**src/rtl/ppm16_pkg.sv**
```systemverilog
// Shared types and constants for the ppm16 byte packer.
package ppm16_pkg;

    typedef enum logic [1:0] {
        IDLE,
        RUN,
        FLUSH_HELD,
        FLUSH_PAD
    } packer_state_t;

    localparam logic [3:0] PAD_NIBBLE = 4'h0;

    // Places the first nibble of a pair high or low depending on bit order.
    function automatic logic [7:0] pack_byte(input logic [3:0] first,
                                             input logic [3:0] second,
                                             input bit         msb_first);
        return msb_first ? {first, second} : {second, first};
    endfunction

endpackage

```
**src/rtl/ppm16_sync_fifo.sv**
```systemverilog
// First-word-fall-through synchronous FIFO; a push into a full FIFO is accepted
// only when a pop happens in the same cycle.
module ppm16_sync_fifo #(
    parameter int DEPTH = 8,
    parameter int WIDTH = 9
) (
    input  logic                         clk,
    input  logic                         resetn,
    input  logic                         push,
    input  logic [WIDTH-1:0]             push_data,
    input  logic                         pop,
    output logic [WIDTH-1:0]             pop_data,
    output logic                         full,
    output logic                         empty,
    output logic [$clog2(DEPTH+1)-1:0]   count
);

    localparam int AW = $clog2(DEPTH);
    localparam int CW = $clog2(DEPTH+1);

    logic [WIDTH-1:0] mem [DEPTH];
    logic [AW-1:0]    wr_ptr;
    logic [AW-1:0]    rd_ptr;
    logic [CW-1:0]    count_q;
    logic             push_ok;
    logic             pop_ok;

    assign full    = (count_q == CW'(DEPTH));
    assign empty   = (count_q == '0);
    assign pop_ok  = pop & ~empty;
    assign push_ok = push & (~full | pop);
    assign count   = count_q;

    // Head is forced to zero while empty so the output is defined without resetting storage.
    assign pop_data = empty ? '0 : mem[rd_ptr];

    // NOTE: storage has no reset; the pointers and count define which entries are valid.
    always_ff @(posedge clk) begin
        if (push_ok) begin
            mem[wr_ptr] <= push_data;
        end
    end

    always_ff @(posedge clk or negedge resetn) begin
        if (!resetn) begin
            wr_ptr  <= '0;
            rd_ptr  <= '0;
            count_q <= '0;
        end else begin
            if (push_ok) wr_ptr <= wr_ptr + AW'(1);
            if (pop_ok)  rd_ptr <= rd_ptr + AW'(1);
            case ({push_ok, pop_ok})
                2'b10:   count_q <= count_q + CW'(1);
                2'b01:   count_q <= count_q - CW'(1);
                default: count_q <= count_q;
            endcase
        end
    end

endmodule

```
**src/rtl/ppm16_byte_packer.sv**
```systemverilog
// Packs ppm16_demod nibbles into bytes, marks each packet's last byte and queues them.
// Optional build macro PPM16_PACKER_ODD_PAD_EN emits a trailing odd nibble as a padded byte.
module ppm16_byte_packer
    import ppm16_pkg::*;
#(
    parameter int FIFO_DEPTH = 8,
    parameter bit MSB_FIRST  = 1'b1
) (
    input  logic                              clk,
    input  logic                              resetn,
    input  logic                              packet_active,
    input  logic                              din_valid,
    input  logic [3:0]                        din,
    input  logic                              dout_ready,
    output logic                              dout_valid,
    output logic [7:0]                        dout,
    output logic                              dout_last,
    output logic                              overflow,
    output logic [$clog2(FIFO_DEPTH+1)-1:0]   fifo_count
);

`ifdef PPM16_PACKER_ODD_PAD_EN
    localparam bit PAD_EN = 1'b1;
`else
    localparam bit PAD_EN = 1'b0;
`endif

    packer_state_t state_q, state_d;
    logic       pa_q;
    logic       rise, fall, accept;
    logic [3:0] nib_reg;
    logic       nib_pend;
    logic [7:0] held_reg;
    logic       held_valid;
    logic       rise_pend;
    logic       overflow_q;
    logic       push, push_last, pop;
    logic [7:0] push_byte;
    logic       fifo_full, fifo_empty;
    logic [8:0] fifo_head;

    assign rise   = packet_active & ~pa_q;
    assign fall   = ~packet_active & pa_q;
    assign accept = din_valid & packet_active;
    assign pop    = dout_valid & dout_ready;

    // NOTE: every output of this block gets a default first so no path leaves a latch behind.
    always_comb begin
        state_d   = state_q;
        push      = 1'b0;
        push_byte = held_reg;
        push_last = 1'b0;
        case (state_q)
            IDLE: begin
                if (rise | rise_pend) state_d = RUN;
            end
            RUN: begin
                if (fall) begin
                    state_d = FLUSH_HELD;
                end else if (accept && nib_pend && held_valid) begin
                    push = 1'b1;
                end
            end
            FLUSH_HELD: begin
                push = held_valid;
                if (PAD_EN && nib_pend) begin
                    state_d = FLUSH_PAD;
                end else begin
                    push_last = 1'b1;
                    state_d   = IDLE;
                end
            end
            FLUSH_PAD: begin
                push      = 1'b1;
                push_byte = pack_byte(nib_reg, PAD_NIBBLE, MSB_FIRST);
                push_last = 1'b1;
                state_d   = IDLE;
            end
            default: state_d = IDLE;
        endcase
    end

    // NOTE: sequential state uses non-blocking assignments so every register samples pre-edge values.
    always_ff @(posedge clk or negedge resetn) begin
        if (!resetn) begin
            state_q    <= IDLE;
            pa_q       <= 1'b0;
            nib_reg    <= '0;
            nib_pend   <= 1'b0;
            held_reg   <= '0;
            held_valid <= 1'b0;
            rise_pend  <= 1'b0;
            overflow_q <= 1'b0;
        end else begin
            state_q <= state_d;
            pa_q    <= packet_active;

            if (state_q == IDLE && (rise || rise_pend)) begin
                nib_pend   <= 1'b0;
                held_valid <= 1'b0;
                overflow_q <= 1'b0;
                rise_pend  <= 1'b0;
            end

            // A new packet starting mid-flush is remembered and started from IDLE.
            if ((state_q == FLUSH_HELD || state_q == FLUSH_PAD) && rise) begin
                rise_pend <= 1'b1;
            end

            if (state_q == RUN && accept) begin
                if (!nib_pend) begin
                    nib_reg  <= din;
                    nib_pend <= 1'b1;
                end else begin
                    held_reg   <= pack_byte(nib_reg, din, MSB_FIRST);
                    held_valid <= 1'b1;
                    nib_pend   <= 1'b0;
                end
            end

            if (push && fifo_full && !pop) begin
                overflow_q <= 1'b1;
            end
        end
    end

    ppm16_sync_fifo #(
        .DEPTH (FIFO_DEPTH),
        .WIDTH (9)
    ) u_fifo (
        .clk       (clk),
        .resetn    (resetn),
        .push      (push),
        .push_data ({push_last, push_byte}),
        .pop       (pop),
        .pop_data  (fifo_head),
        .full      (fifo_full),
        .empty     (fifo_empty),
        .count     (fifo_count)
    );

    assign dout_valid = ~fifo_empty;
    assign dout       = fifo_head[7:0];
    assign dout_last  = fifo_head[8];
    assign overflow   = overflow_q;

endmodule

```
**config.mk**
```make
export PLATFORM = sky130hd
export DESIGN_NAME = ppm16_byte_packer
export DESIGN_NICKNAME = d
export VERILOG_FILES = /design/src/rtl/ppm16_pkg.sv /design/src/rtl/ppm16_sync_fifo.sv /design/src/rtl/ppm16_byte_packer.sv
export SDC_FILE = /design/constraint.sdc
export NUM_CORES = 1
export LEC_CHECK = 0
export BUFFER_PORTS_ARGS = -buffer_cell sky130_fd_sc_hd__buf_2
export CELL_PAD_IN_SITES_DETAIL_PLACEMENT = 0
export CELL_PAD_IN_SITES_GLOBAL_PLACEMENT = 1
export CORE_AREA = 2 2 91 93
export CTS_CLUSTER_DIAMETER = 120
export DETAILED_ROUTE_END_ITERATION = 6
export DIE_AREA = 0 0 93 95
export PLACE_DENSITY_LB_ADDON = 0.1
export SLEW_MARGIN = 20
export SYNTH_ARGS = -nofsm -noshare
export SYNTH_HDL_FRONTEND = slang
export SYNTH_HIERARCHICAL = 1
export SYNTH_SLANG_ARGS = --single-unit
```
**constraint.sdc**
```tcl
create_clock -name clk -period 8 [get_ports clk]
set_input_delay 0.4 -clock clk [delete_from_list [all_inputs] [get_ports clk]]
set_output_delay 0.4 -clock clk [all_outputs]
set_load 0.01 [all_outputs]
```
==> flow_summary.ini, run 1 <==
[die]
ios = 24
dieArea_mm2 = 0.00884
fp.dieW_um = 93
rows = 33
die_y_um = 95
initial_core_util_pct = 53.5
core_area_mm2 = 0.00793

[place]
portBuffers = 23
place_congestion = 0.707
dpl_cell_area_mm2 = 0.00449
dpl.hpwl_um = 4720

[synth]
muxShareOfSynthArea_pct = 16.7
async_flop_share_pct = 28.7
synth_top_area_share_pct = 51.0
synth_ff_type = edfxtp_1
syn_area_mm2 = 0.00424
yosysTopAreaCell = edfxtp_1
synth_simple_gate_area_share_pct = 7.29
ys_top_cells_by_area = edfxtp_1 (51%), dfrtp_1 (17%), mux4_2 (9.6%)
yosysSeqAreaShare_pct = 68.1
synth-seq-cells = 101
synth_nets = 256
synthAdderAreaFrac_pct = 1.48
synth_cell_types = 44
synth_cells = 242
synth_compound_area_share_pct = 2.54
synth_xor_area_share_pct = 1.86
synth_top_family_by_area = multiplexers
synth_edf_count = 72
avgSynthCellArea_um2 = 17.5
yosys_warnings = 6

[critical_path]
path_buf_inv = 1
crit_chain = nor4_2 > buf_4 > nor2b_1 > nor2b_1 > ha_1 > xor2_1 > ha_1 > a21oi_1 > xor2_1 > nor2_1 > xor2_1
path_common_cell = xor2_1
cp-end-kind = flip-flop
required_ps = 8240
critPathKind = flip-flop to flip-flop
slowest_stage = dfrtp_1
critPathTopFamily = simple AND/OR/NAND/NOR gates
max_stage_delay_ps = 500
startpoint_type = flip-flop
crit_arrival_ps = 2880
path_max_fanout = 12

[timing]
finClkSkew_ps = 8.38
fin_crit_sh_pct = 33.1
worst_pin_slew_ps = 960
maxSlewHeadroom_pct = 35.7
rsz0062_at_grt = false
fin_tns_setup_ps = 0
max_freq_mhz = 378
finalHoldViolCount = 0
holdWs_ps = 60.3
setup_viol = 0
min_period_ps = 2640
drv_slew = 0

[power_and_ir_drop]
seqPwrFrac_pct = 50.3
power.leakage_nw = 1.72
p_clk_share_pct = 17.8
share_comb_of_total_power_pct = 31.9
power.switching_uw = 540
intPower_mw = 1.08
swShare_pct = 33.4
power_density_mw_per_mm2 = 347
finalPower_mw = 1.62
ir_drop_uv = 164

[cells_and_area]
final_cell_mix = edfxtp_1 (72), dfrtp_1 (29), buf_2 (23), mux2_2 (18), mux4_2 (18)
largest_reg_flops = 72
drive_gt1_share_pct = 32.2
postLayoutCellArea_mm2 = 0.00466
flow.area_growth_from_synthesis_pct = 9.95
antenna_cells = 0
final_common_cell = edfxtp_1
nets = 285

[outcome]
status = finished, final reports clean

[global_routing]
grt_pass1_wl_um = 11600
grt_overflow = 0
grt_max_degree = 30
first_global_vias = 2148
antenna_found_initial = 0
gr-usage-all-layers_pct = 18.1

[detailed_routing]
drt_iter0_markers = 121
wl_um = 7220
routed_via_density = 5.55
drc_errors = 0
drtAntennaViolNets = 0
dr.pass1.iters = 4
num_vias = 2115
wire_per_inst_um = 19.0

[clock_tree]
clkTransAtPathRegs_ps = 90
cts_root_buf = clkbuf_8
cts_sinks = 101
clockBufferDepth = 2
cts_inserted_buffers = 9
cts_hold_buffers = 0
post-cts-setup-buffer-count = 0
cts_tree = yes
htree_levels = 3
cts.repair.resized = 0
worstSkewPairLatency_ps = 350

[hold_path]
holdCritPathClass = input pin to asynchronous set/reset pin

[job]
cap_violations = 0
-- path summary, 6_finish.rpt --
kind / from / endpoint / slack (ps) / cells after the start
setup / recovery: u_fifo/count[1] / u_fifo/count[2] / 5360 / 11
hold / removal: resetn / u_fifo/count[0] / 60 / 1
setup reg to reg: u_fifo/count[1] / u_fifo/count[2] / 5360 / 11
hold reg to reg: u_fifo/rd_ptr[0] / u_fifo/rd_ptr[0] / 500 / 1
max in group asynchronous: resetn / u_fifo/wr_ptr[2] / 7520 / 1
min in group clk: packet_active / pa_q / 200 / 1
-- power by group through the flow --
stage          Clock (mW)  Sequential (mW)  Combinational (mW)
3_5_place_dp            0            0.827               0.523
5_1_grt             0.318            0.829               0.576
6_report            0.287            0.812               0.516
2_1_floorplan           0            0.762               0.423
4_1_cts             0.296            0.815               0.525
3_3_place_gp            0            0.824               0.517
-- synth_stat cells (2+ instances only) --
master / n
clkbuf_1: 2
mux2_2: 18
nor4_1: 2
o21ai_0: 3
mux2i_1: 9
buf_6: 2
edfxtp_1: 72
xnor2_1: 4
nor2_1: 16
inv_1: 5
nor3_1: 4
and2_1: 5
nand2_2: 2
ha_1: 5
buf_2: 2
a21oi_1: 2
a22o_1: 2
nand2_1: 8
mux4_2: 18
nand2b_1: 3
dfrtp_1: 29
nor2b_1: 3
xor2_1: 5
-- routing by layer --
layer	global-route usage, %	routed length, µm	up-vias
met1	24.2	3220	1080
met4	7.35	56	0
li1	-	-	984
met2	30.0	3670	45
met3	2.87	280	6
met5	0	0	-
-- through the flow --
| stage | std cells | util, % | setup slack (ps) |
|---|---|---|---|
| finish | 381 | 58.8 | 5360 |
| global route | 381 | 58.8 | 5150 |
| CTS | 381 | 58.8 | 5360 |
| detailed placement | 365 | 56.6 | 5390 |
| global placement | 365 | 56.6 | 5420 |
| floorplan | 242 | - | 5340 |
-- worst reg2reg max path, delay by kind of cell, from the launching register on --
kind            cells  cell delay (ps)
compound gates      1              140
xor+xnor            3              410
fa+ha+maj           2              550
buf+inv             1              190
flops               1              500
simple gates        4              750
-- area by class of cell --
| type | count | area (µm²) |
|---|---|---|
| Timing Repair Buffer | 27 | 145 |
| Sequential cell | 101 | 2890 |
| Fill cell | 625 | 3270 |
| Tap cell | 105 | 131 |
| Multi-Input combinational cell | 126 | 1290 |
| Clock inverter | 7 | 50.0 |
| Inverter | 6 | 27.5 |
| Clock buffer | 9 | 124 |
-- kinds of logic after synthesis --
| logic type | after synthesis |
|---|---|
| AO/OA/AOI/OAI | 14 |
| flip-flops | 101 |
| buffers and inverters | 15 |
| XOR/XNOR | 9 |
| adder cells (fa/ha/maj) | 5 |
| AND/OR/NAND/NOR | 52 |
| multiplexers | 46 |
No activity file was read; power rests on OpenSTA's default activity.
==> run 2, diff against run 1 <==
--- a/config.mk
+++ b/config.mk
@@ -8,10 +8,10 @@
 export BUFFER_PORTS_ARGS = -buffer_cell sky130_fd_sc_hd__buf_2
 export CELL_PAD_IN_SITES_DETAIL_PLACEMENT = 0
 export CELL_PAD_IN_SITES_GLOBAL_PLACEMENT = 1
-export CORE_AREA = 2 2 91 93
+export CORE_AREA = 2 2 94 96
 export CTS_CLUSTER_DIAMETER = 120
 export DETAILED_ROUTE_END_ITERATION = 6
-export DIE_AREA = 0 0 93 95
+export DIE_AREA = 0 0 96 98
 export PLACE_DENSITY_LB_ADDON = 0.1
 export SLEW_MARGIN = 20
 export SYNTH_ARGS = -nofsm -noshare
==> constraint.sdc (replaced) <==
create_clock -name clk -period 2.7 [get_ports clk]
set_input_delay 0.135 -clock clk [delete_from_list [all_inputs] [get_ports clk]]
set_output_delay 0.135 -clock clk [all_outputs]
set_load 0.01 [all_outputs]
==> run 2 against run 1 <==
  * Clock power grew to 3.0 times the previous value
  * Critical endpoint unchanged
  * Core utilization decreased by 3.0 points
  * Register-to-register slack got worse by 5100 ps
  * Power rose to 3.0 times the previous value
==> flow_summary.ini, run 2 (synthesized netlist as in run 1, its figures left out) <==
[global_routing]
first_global_vias = 2130
gr-usage-all-layers_pct = 16.9
grt_pass1_wl_um = 11600
antenna_found_initial = 0
grt_max_degree = 30
grt_overflow = 0

[hold_path]
holdCritPathClass = input pin to flip-flop
holdPathEnd = nib_reg[2]
hold_depth = 2
hp-start = din[2]

[critical_path]
cp-end-kind = flip-flop
path_max_fanout = 8
critPathKind = flip-flop to flip-flop
crit_chain = or4b_4 > o21a_4 > inv_6 > ha_1 > xor2_1 > ha_1 > a21oi_1 > xor2_1 > nor2_1 > xor2_1
r2r_cells = 10
r2r_end = u_fifo/count[2]
max_stage_delay_ps = 570
crit_arrival_ps = 2730
startpoint_type = flip-flop
rr_startpoint = u_fifo/count[2]
slowest_stage = or4b_4
path_common_cell = xor2_1
r2r_slack_ps = 210
required_ps = 2940

[die]
core_area_mm2 = 0.00847
die_y_um = 98
dieArea_mm2 = 0.00941
rows = 34
initial_core_util_pct = 50.1
ios = 24
fp.dieW_um = 96

[clock_tree]
cts_root_buf = clkbuf_8
clockBufferDepth = 2
htree_levels = 3
worstSkewPairLatency_ps = 350
clkTransAtPathRegs_ps = 100
cts_inserted_buffers = 9
cts_sinks = 101
cts_tree = yes

[timing]
final.setup.worst_slack_ps = 212
rsz0062_at_grt = false
drv_slew = 0
maxSlewHeadroom_pct = 38.9
finClkSkew_ps = 10.8
setup_viol = 0
fin_tns_setup_ps = 0
finalHoldViolCount = 0
min_period_ps = 2490
worst_pin_slew_ps = 913
fin_crit_sh_pct = 92.1
max_freq_mhz = 402

[job]
cap_violations = 0

[power_and_ir_drop]
finalPower_mw = 4.81
ir_drop_uv = 464
power.leakage_nw = 1.77
power_density_mw_per_mm2 = 1020

[detailed_routing]
drc_errors = 0
dr.pass1.iters = 4
routed_via_density = 5.35
drtAntennaViolNets = 0
num_vias = 2101
wl_um = 7090
wire_per_inst_um = 18.0
drt_iter0_markers = 81

[cells_and_area]
final_cell_mix = edfxtp_1 (72), dfrtp_1 (29), buf_2 (23), mux2_2 (18), mux4_2 (18)
postLayoutCellArea_mm2 = 0.00473
flow.area_growth_from_synthesis_pct = 11.5
antenna_cells = 0
fill_cells = 712
drive_gt1_share_pct = 33.3
largest_reg_flops = 72
final_common_cell = edfxtp_1
nets = 294

[place]
place_congestion = 0.774
dpl_cell_area_mm2 = 0.00453
dpl.hpwl_um = 4670
portBuffers = 23
post-place-ws_ps = 263

[outcome]
status = finished, final reports clean
-- run 2: per-layer routing --
| metal | global-route usage [%] | vias to the layer above | part of all wire [%] |
|---|---|---|---|
| met4 | 6.26 | 0 | 0.96 |
| met2 | 26.4 | 28 | 50 |
| met3 | 2.55 | 7 | 2.3 |
| met5 | 0 | - | 0 |
| li1 | - | 1003 | - |
| met1 | 24.3 | 1063 | 47 |
-- run 2: how the worst max path moves through the flow --
stage | slack [ps] | endpoint | start | cells after the start
2_1_floorplan | 40 | u_fifo/count[2] | u_fifo/count[2] | 12
3_3_place_gp | 290 | u_fifo/count[2] | u_fifo/count[2] | 10
3_5_place_dp | 260 | u_fifo/count[2] | u_fifo/count[2] | 10
4_1_cts | 230 | u_fifo/count[2] | u_fifo/count[2] | 10
5_1_grt | 30 | u_fifo/count[2] | u_fifo/count[1] | 10
6_report | 210 | u_fifo/count[2] | u_fifo/count[2] | 10
-- run 2: final cells by class --
class | count | area (µm²) | share of cell area, %
Multi-Input combinational cell | 126 | 1280 | 27.1
Tap cell | 108 | 135 | 2.86
Inverter | 6 | 27.5 | 0.582
Clock buffer | 9 | 124 | 2.62
Clock inverter | 7 | 55.1 | 1.16
Sequential cell | 101 | 2890 | 61.1
Timing Repair Buffer | 36 | 218 | 4.61
-- run 2: power breakdown --
part	total [mW]	switching (mW)	leakage [nW]	internal, mW
Clock	0.870	0.523	0.0919	0.347
Sequential	2.36	0.300	1.01	2.06
Combinational	1.58	0.765	0.669	0.813
-- run 2: through the flow --
step                util, %  hold slack (ps)  std cells
finish                 55.8             20.4        393
global route           55.8             17.1        393
CTS                    55.8             5.53        393
detailed placement     53.5              211        375
global placement       53.5              219        375
floorplan                 -             -161        242
-- run 2: what timing repair did --
| item | CTS | global route |
|---|---|---|
| endpoints found under the hold margin | 30 | 0 |
| buffers inserted | 0 | 0 |
| hold buffers | 2 | 0 |
| resized for setup | 0 | 0 |
-- run 2: worst max-delay path, delay by kind of cell (launching register included) --
family	cells	cell delay (ps)
DFF	1	470
and+or+nand+nor	2	640
xor gates and xnor gates	3	400
buffers and inverters	1	90
adders and majority gates	2	380
AOI/OAI and AO/OA	2	400
